File: src/rtl/lut3_eval_unit_pkg.sv
// Shared constants and sweep FSM encoding for the 3-input LUT evaluator.
package lut3_eval_unit_pkg;

  // Truth table of the classic s = a & ~(b & c); bit index = {a,b,c}.
  localparam logic [7:0] DEFAULT_MASK = 8'h70;

  localparam int SWEEP_LEN = 8;
  localparam logic [2:0] SWEEP_LAST = 3'(SWEEP_LEN - 1);

  typedef enum logic [1:0] {
    ST_IDLE = 2'd0,
    ST_RUN  = 2'd1,
    ST_DONE = 2'd2
  } sweep_state_e;

endpackage

File: src/rtl/lut3_lane.sv
// One-bit 3-input lookup: returns mask[{a,b,c}].
module lut3_lane (
  input  logic [7:0] mask_i,
  input  logic       a_i,
  input  logic       b_i,
  input  logic       c_i,
  output logic       s_o
);

  logic [2:0] sel;

  assign sel = {a_i, b_i, c_i};
  assign s_o = mask_i[sel];

endmodule

File: src/rtl/lut3_eval_unit.sv
// Streaming programmable 3-input function over WIDTH lanes, with a registered
// output stage and a sweep mode that replays all 8 input codes through a lane.
//
// Handshake: a beat transfers on a rising edge where valid & ready are both 1.
// in_ready = IDLE & (~out_valid | out_ready), independent of in_valid; the
// result appears one cycle after the accept and holds while out_ready is low.
module lut3_eval_unit
  import lut3_eval_unit_pkg::*;
#(
  parameter int         WIDTH        = 4,
  parameter logic [7:0] DEFAULT_MASK = lut3_eval_unit_pkg::DEFAULT_MASK
) (
  input  logic             clk,
  input  logic             rst_n,
  input  logic             mask_load,
  input  logic [7:0]       mask_in,
  output logic [7:0]       mask,
  input  logic             in_valid,
  output logic             in_ready,
  input  logic [WIDTH-1:0] a,
  input  logic [WIDTH-1:0] b,
  input  logic [WIDTH-1:0] c,
  output logic             out_valid,
  input  logic             out_ready,
  output logic [WIDTH-1:0] s,
  input  logic             sweep_start,
  output logic             sweep_busy,
  output logic             sweep_done,
  output logic [7:0]       sweep_table,
  output logic [1:0]       fsm_state
);

  sweep_state_e     state_q;
  logic [2:0]       idx_q;
  logic [7:0]       mask_q;
  logic [7:0]       table_q;
  logic [WIDTH-1:0] s_q;
  logic             out_valid_q;
  logic             busy_q;
  logic             done_q;

  logic [WIDTH-1:0] lane_s;
  logic             sweep_bit;
  logic             accept;

  for (genvar i = 0; i < WIDTH; i++) begin : g_lane
    lut3_lane u_lane (
      .mask_i (mask_q),
      .a_i    (a[i]),
      .b_i    (b[i]),
      .c_i    (c[i]),
      .s_o    (lane_s[i])
    );
  end

  // Sweep drives the sweep index in as {a,b,c}, exercising the same lookup.
  lut3_lane u_sweep_lane (
    .mask_i (mask_q),
    .a_i    (idx_q[2]),
    .b_i    (idx_q[1]),
    .c_i    (idx_q[0]),
    .s_o    (sweep_bit)
  );

  assign in_ready = (state_q == ST_IDLE) && (!out_valid_q || out_ready);
  assign accept   = in_valid && in_ready;

  always_ff @(posedge clk) begin
    if (!rst_n) begin
      mask_q      <= DEFAULT_MASK;
      out_valid_q <= 1'b0;
      s_q         <= '0;
      state_q     <= ST_IDLE;
      idx_q       <= 3'd0;
      table_q     <= 8'h00;
      busy_q      <= 1'b0;
      done_q      <= 1'b0;
    end else begin
      if (mask_load && !busy_q) mask_q <= mask_in;

      if (accept) begin
        out_valid_q <= 1'b1;
        s_q         <= lane_s;
      end else if (out_ready) begin
        out_valid_q <= 1'b0;
      end

      done_q <= 1'b0;
      case (state_q)
        ST_IDLE: begin
          if (sweep_start && !out_valid_q) begin
            state_q <= ST_RUN;
            idx_q   <= 3'd0;
            table_q <= 8'h00;
            busy_q  <= 1'b1;
          end
        end
        ST_RUN: begin
          table_q[idx_q] <= sweep_bit;
          idx_q          <= idx_q + 3'd1;
          if (idx_q == SWEEP_LAST) begin
            state_q <= ST_DONE;
            done_q  <= 1'b1;
          end
        end
        ST_DONE: begin
          state_q <= ST_IDLE;
          busy_q  <= 1'b0;
        end
        default: begin
          state_q <= ST_IDLE;
          busy_q  <= 1'b0;
        end
      endcase
    end
  end

  assign mask        = mask_q;
  assign out_valid   = out_valid_q;
  assign s           = s_q;
  assign sweep_busy  = busy_q;
  assign sweep_done  = done_q;
  assign sweep_table = table_q;
  assign fsm_state   = state_q;

endmodule
File: config.mk
export PLATFORM = sky130hd
export DESIGN_NAME = lut3_eval_unit
export DESIGN_NICKNAME = d
export VERILOG_FILES = /design/src/rtl/lut3_eval_unit_pkg.sv /design/src/rtl/lut3_lane.sv /design/src/rtl/lut3_eval_unit.sv
export SDC_FILE = /design/constraint.sdc
export NUM_CORES = 1
export LEC_CHECK = 0
export ABC_AREA = 1
export CAP_MARGIN = 20
export CORE_ASPECT_RATIO = 1.25
export CORE_MARGIN = 1
export CORE_UTILIZATION = 45
export CTS_CLUSTER_SIZE = 25
export DETAILED_ROUTE_END_ITERATION = 10
export PLACE_DENSITY = 0.9
export RECOVER_POWER = 50
export SLEW_MARGIN = 20
export SYNTH_ARGS = -nofsm -noshare
export SYNTH_HDL_FRONTEND = slang
export SYNTH_SLANG_ARGS = --single-unit
File: constraint.sdc
create_clock -name clk -period 1.5 [get_ports clk]
set_input_delay 0.3 -clock clk [delete_from_list [all_inputs] [get_ports clk]]
set_output_delay 0.3 -clock clk [all_outputs]
set_load 0.005 [all_outputs]
---- After elaboration in Yosys (flattened, before gate mapping) ----
Cells that the tools add are included.
word-level totals
  output and inout port bits .............. 26
  memories ................................ 0
  ROM bits ................................ 0
  latch bits .............................. 0
  flip-flop bits (word level) ............. 28
  logic and storage cells ................. 60
  input port bits ......................... 26
  RAM bits ................................ 0
cells by class
  eq/ne operators ......................... 4
  div/mod/pow operators ................... 0
  mux-type cells .......................... 25
  multiply operators ...................... 0
  add/sub/neg operators ................... 1
  reduce and logical (&&, ||, !) cells .... 15
  magnitude comparators ................... 6
  shifts and indexed selects .............. 0
  bitwise operators ....................... 1
operators with widths
  kind                 count
  $lt 3x4->1 const B   5
  $pmux 8 s2           1
  $bmux 1 s3           5
  $mux 1               10
  $bwmux 8             1
  $mux 8               1
  $reduce_and 2->1     4
  $pmux 3 s2           1
  $logic_and 1x1->1    5
  $mux 2               2
  $pmux 2 s2           1
  $reduce_bool 2->1    2
  $add 3x1->3 const B  1
  $demux 1 s3          1
  $eq 3x3->1 const B   1
  $ge 3x1->1 const B   1
  $mux 3               1
  $eq 2x1->1 const B   1
  $logic_not 1->1      2
  $logic_not 2->1      1
  $ne 2x1->1 const B   1
  $ne 2x2->1 const B   1
  $pmux 1 s2           1
  $logic_or 1x1->1     1
  $not 1->1            1

---- Logic depth before layout (Yosys ltp) ----
Gate-level depths: netlist of the first run.
  word-level depth ........................ 6
  gate-level depth with buffers ........... 7

---- Hierarchy ----
A second synthesis of the first run with hierarchy kept.
second synthesis, totals
  cells, all modules ...................... 300
  area, all modules ....................... 1739.2 um^2
by module, submodules not included
  module          cells an instance  area each (um^2)  times used
  lut3_eval_unit  160                1188.6            1
  lut3_lane       28                 110.1             5

---- Least setup slack after synthesis of the first run ----
Ideal clock, no wire load.
  path type ............................... reg2reg
  start point ............................. register idx_q[1]
  end point ............................... register idx_q[2]
  arrival ................................. 0.916 ns
  data required time ...................... 1.383 ns
  slack ................................... 0.467 ns
  library setup time ...................... 0.117 ns
  stages on the path, launching flop included .. 5
  cell sequence ........................... dfxtp_1 -> ha_1 -> ha_1 -> nand2_1 -> a21oi_1
on the way
  longest elaborated chain between the ends .. 2
ends and longest elaborated chain
  element                 RTL line               RTL
  start, declared         lut3_eval_unit.sv:34   logic [2:0] idx_q;
  start signal, assigned  lut3_eval_unit.sv:100  idx_q <= idx_q + 3'd1;
  $add 3x1->3             lut3_eval_unit.sv:100
  $pmux 3 s2              lut3_eval_unit.sv:89   case (state_q)
Every way passes these cells.
A chain may end at the register's enable or synchronous reset.

---- Final worst setup path of the first run ----
  start point ............................. register busy_q, in the netlist sweep_busy
  end point ............................... output sweep_busy
RTL lines
  element                 RTL line               RTL
  start, declared         lut3_eval_unit.sv:39   logic busy_q;
  start signal, assigned  lut3_eval_unit.sv:76   busy_q <= 1'b0;
  start signal, assigned  lut3_eval_unit.sv:95   busy_q <= 1'b1;
  start signal, assigned  lut3_eval_unit.sv:108  busy_q <= 1'b0;
  end, declared           lut3_eval_unit.sv:27   output logic sweep_busy,
No word-level cell between the ends.

==> results_dict.tcl, run 1 <==
set metrics [dict create \
    cts_buffers 3 \
    synth_top_area_share 0.361 \
    setup_viol 0 \
    p_leak_nw 0.912 \
    synth_cells 218 \
    nets 307 \
    core_region_area_sq_mm 0.00325 \
    fmax_mhz 697 \
    synthTopCellsByArea "dfxtp_1, nand3_1, nand2_1" \
    synth_top_cell_by_area "dfxtp_1" \
    start_kind "register" \
    critPathKind "register to output port" \
    min_period_over_period 0.956 \
    areaGrowthSynthToFinish_pct 38.5 \
    worst-path-stages 1 \
    reg2reg_slack_ns 0.19 \
    synth_common_cells "nand2_1, nand3_1, dfxtp_1" \
    reg2reg_to "sweep_table[4]$_SDFFE_PN0P_" \
    drv_cap 0 \
    outcome "complete, no violations" \
    required_ns 1.20 \
    antenna_found_initial 0 \
    hold_path.class "register to register" \
    ir_drop_v 0.000635 \
    final_area_sq_mm 0.00215 \
    worstRegToRegCells 6 \
    maxSlewViolCount 0 \
    wl_per_cell_um 11.9 \
    slew-limit-headroom 0.761 \
    worstSkewPairLatency_ns 0.27 \
    avgSynthCellArea_sq_um 7.12 \
    hold_viol 0 \
    fin_cells 314 \
    grt_pass1_wl_um 6200 \
    first_global_vias 1454 \
    cellPowerDensity_mw_per_mm2 776 \
    synth_edf_count 0 \
    syn-num-nets 246 \
    dp_hpwl_um 2980 \
    min_period_ns 1.43 \
    worst_clock_skew_ns 0.00365 \
    tightest_slew_ns 0.358 \
    synth_cell_types 26 \
    synthFlopType "dfxtp_1" \
    cp-end-kind "output port" \
    netlist_area_sq_mm 0.00155 \
    num_vias 1630 \
    diodes 0 \
    grt_util_all_layers 0.227 \
    cp_num_buf_inv 1 \
    fillerInstances 271 \
    reg2reg_from "fsm_state[1]$_SDFFE_PN0P_" \
    first_pass_iters 4 \
    gr-total-overflow 0 \
    start_util 0.477 \
    synthArstFlopShare 0 \
    clk_pin_slew_ns 0.09 \
    critPathMaxStageDelay_ns 0.51 \
    htreeDepth 1 \
    drt-total-wl_um 3750 \
    ys_seq_elements 28 \
    vias_per_cell 5.19 \
    dieArea_sq_mm 0.00369 \
    yosys.cell_count.top_type "nand2_1" \
    holdWs_ns 0.478 \
    regArea_sq_um 569 \
    cts_buffer_depth 2 \
    placed_cells 310 \
    rows 23 \
    die_height_um 67.7 \
    rsz0062_at_grt "false" \
    first_iter_violations 48 \
    gp_congestion 0.812 \
    detailed_place.area_sq_mm 0.00214 \
    port_buffers 51 \
    io_pins 52 \
    cts-root-buf "clkbuf_8" \
    crit_slowest_cell "clkdlybuf4s50_1" \
    ant_nets 0 \
    critPathLaunch "sweep_busy$_SDFFE_PN0P_" \
    seq_area_frac_synth 0.361 \
    grt_max_degree 20 \
    ys_warn_count 0 \
    multi_input_area_sq_um 792 \
    drc 0 \
    die_x_um 54.5 \
    p_total_mw 1.67 \
    crit_arrival_ns 1.13 \
    crit_fanout 3 \
    layout-drive-gt1-share 0.152 \
    cts_tree "built" \
    critPathTopFamily "buffers and inverters" \
    cp-endpoint "sweep_busy" \
    cts.sinks 28 \
    path_cells "clkdlybuf4s50_1" \
]
how the worst min path moves through the flow:
stage,from,end,slack [ns],depth (start not counted)
global placement,sweep_table[0]$_SDFFE_PN0P_,sweep_table[0]$_SDFFE_PN0P_,0.47,2
finish,s[2]$_SDFFE_PN0P_,s[2]$_SDFFE_PN0P_,0.48,2
global route,sweep_table[1]$_SDFFE_PN0P_,sweep_table[1]$_SDFFE_PN0P_,0.51,2
CTS,s[2]$_SDFFE_PN0P_,s[2]$_SDFFE_PN0P_,0.48,2
detailed placement,s[2]$_SDFFE_PN0P_,s[2]$_SDFFE_PN0P_,0.47,2
floorplan,mask_in[4],mask[4]$_SDFFE_PN1P_,0.43,2
repair_timing:
| item | 4_1_cts | 5_1_grt |
|---|---|---|
| resized for setup | 4 | 10 |
| hold buffers | 0 | 0 |
| setup endpoints to repair | 2 | 8 |
| buffers inserted | 1 | 0 |
report_power, final:
group          total (mW)  leakage (nW)  internal [mW]  switching (mW)
registers           0.825         0.230          0.788          0.0369
logic               0.443         0.660          0.215           0.228
clock network       0.401        0.0216          0.180           0.221
total                1.67         0.912           1.18           0.486
cells by family after synthesis:
family,count (synthesis),share of synthesized area
AND/OR/NAND/NOR,119,0.388
flip-flops,28,0.361
buffers and inverters,38,0.118
adder cells (fa/ha/maj),2,0.0161
AO/OA/AOI/OAI,31,0.117
placed cells by master (no fill, tap or decap), types with 2 or more instances in the layout:
| master | n |
|---|---|
| inv_2 | 9 |
| ha_1 | 2 |
| nor3_2 | 3 |
| o21ai_1 | 3 |
| o21ai_0 | 5 |
| nor3_1 | 6 |
| buf_4 | 4 |
| nor2_4 | 2 |
| clkbuf_1 | 5 |
| a21oi_1 | 15 |
| dfxtp_2 | 7 |
| nand2_4 | 2 |
| nand3_1 | 42 |
| inv_1 | 23 |
| clkdlybuf4s50_1 | 48 |
| nand2_1 | 50 |
| dfxtp_1 | 21 |
| nor2_1 | 9 |
| nand3_2 | 2 |
| clkbuf_8 | 3 |
| a21oi_2 | 5 |
| o211ai_1 | 3 |
per-layer routing:
| layer | vias up | GRT usage | share of wire |
|---|---|---|---|
| li1 | 831 | - | - |
| met1 | 745 | 0.265 | 0.39 |
| met2 | 48 | 0.404 | 0.55 |
| met3 | 6 | 0.0248 | 0.039 |
| met4 | 0 | 0.0962 | 0.017 |
| met5 | - | 0 | 0 |
state kept, by name (all words and copies together) (netlist names):
register	cells
s	4
sweep_done	1
sweep_busy	1
sweep_table	8
fsm_state	2
out_valid	1
idx_q	3
mask	8
cell type report:
cell class              count  area share
multi-input cells         152       0.368
repair buffers             61       0.266
flip-flops and latches     28       0.265
inverters                  33      0.0599
well taps                  37      0.0215
clock buffers               3      0.0192
stage by stage:
step	TNS (ns)	utilization	setup slack, ns
floorplan	0	-	0.467
global placement	-0.195	0.658	-0.195
detailed placement	-0.257	0.658	-0.213
CTS	0	0.673	0.00715
global route	0	0.661	0.0288
finish	0	0.661	0.0653
Note: power is estimated with default switching activity, not from simulation.
==> run 2, diff against run 1 <==
--- a/config.mk
+++ b/config.mk
@@ -6,7 +6,6 @@
 export NUM_CORES = 1
 export LEC_CHECK = 0
 export ABC_AREA = 1
-export CAP_MARGIN = 20
 export CORE_ASPECT_RATIO = 1.25
 export CORE_MARGIN = 1
 export CORE_UTILIZATION = 45
@@ -14,7 +13,6 @@
 export DETAILED_ROUTE_END_ITERATION = 10
 export PLACE_DENSITY = 0.9
 export RECOVER_POWER = 50
-export SLEW_MARGIN = 20
 export SYNTH_ARGS = -nofsm -noshare
 export SYNTH_HDL_FRONTEND = slang
 export SYNTH_SLANG_ARGS = --single-unit
==> results of run 2 <==
Same layout as run 1: the final DEF is identical, and so are final timing and power.
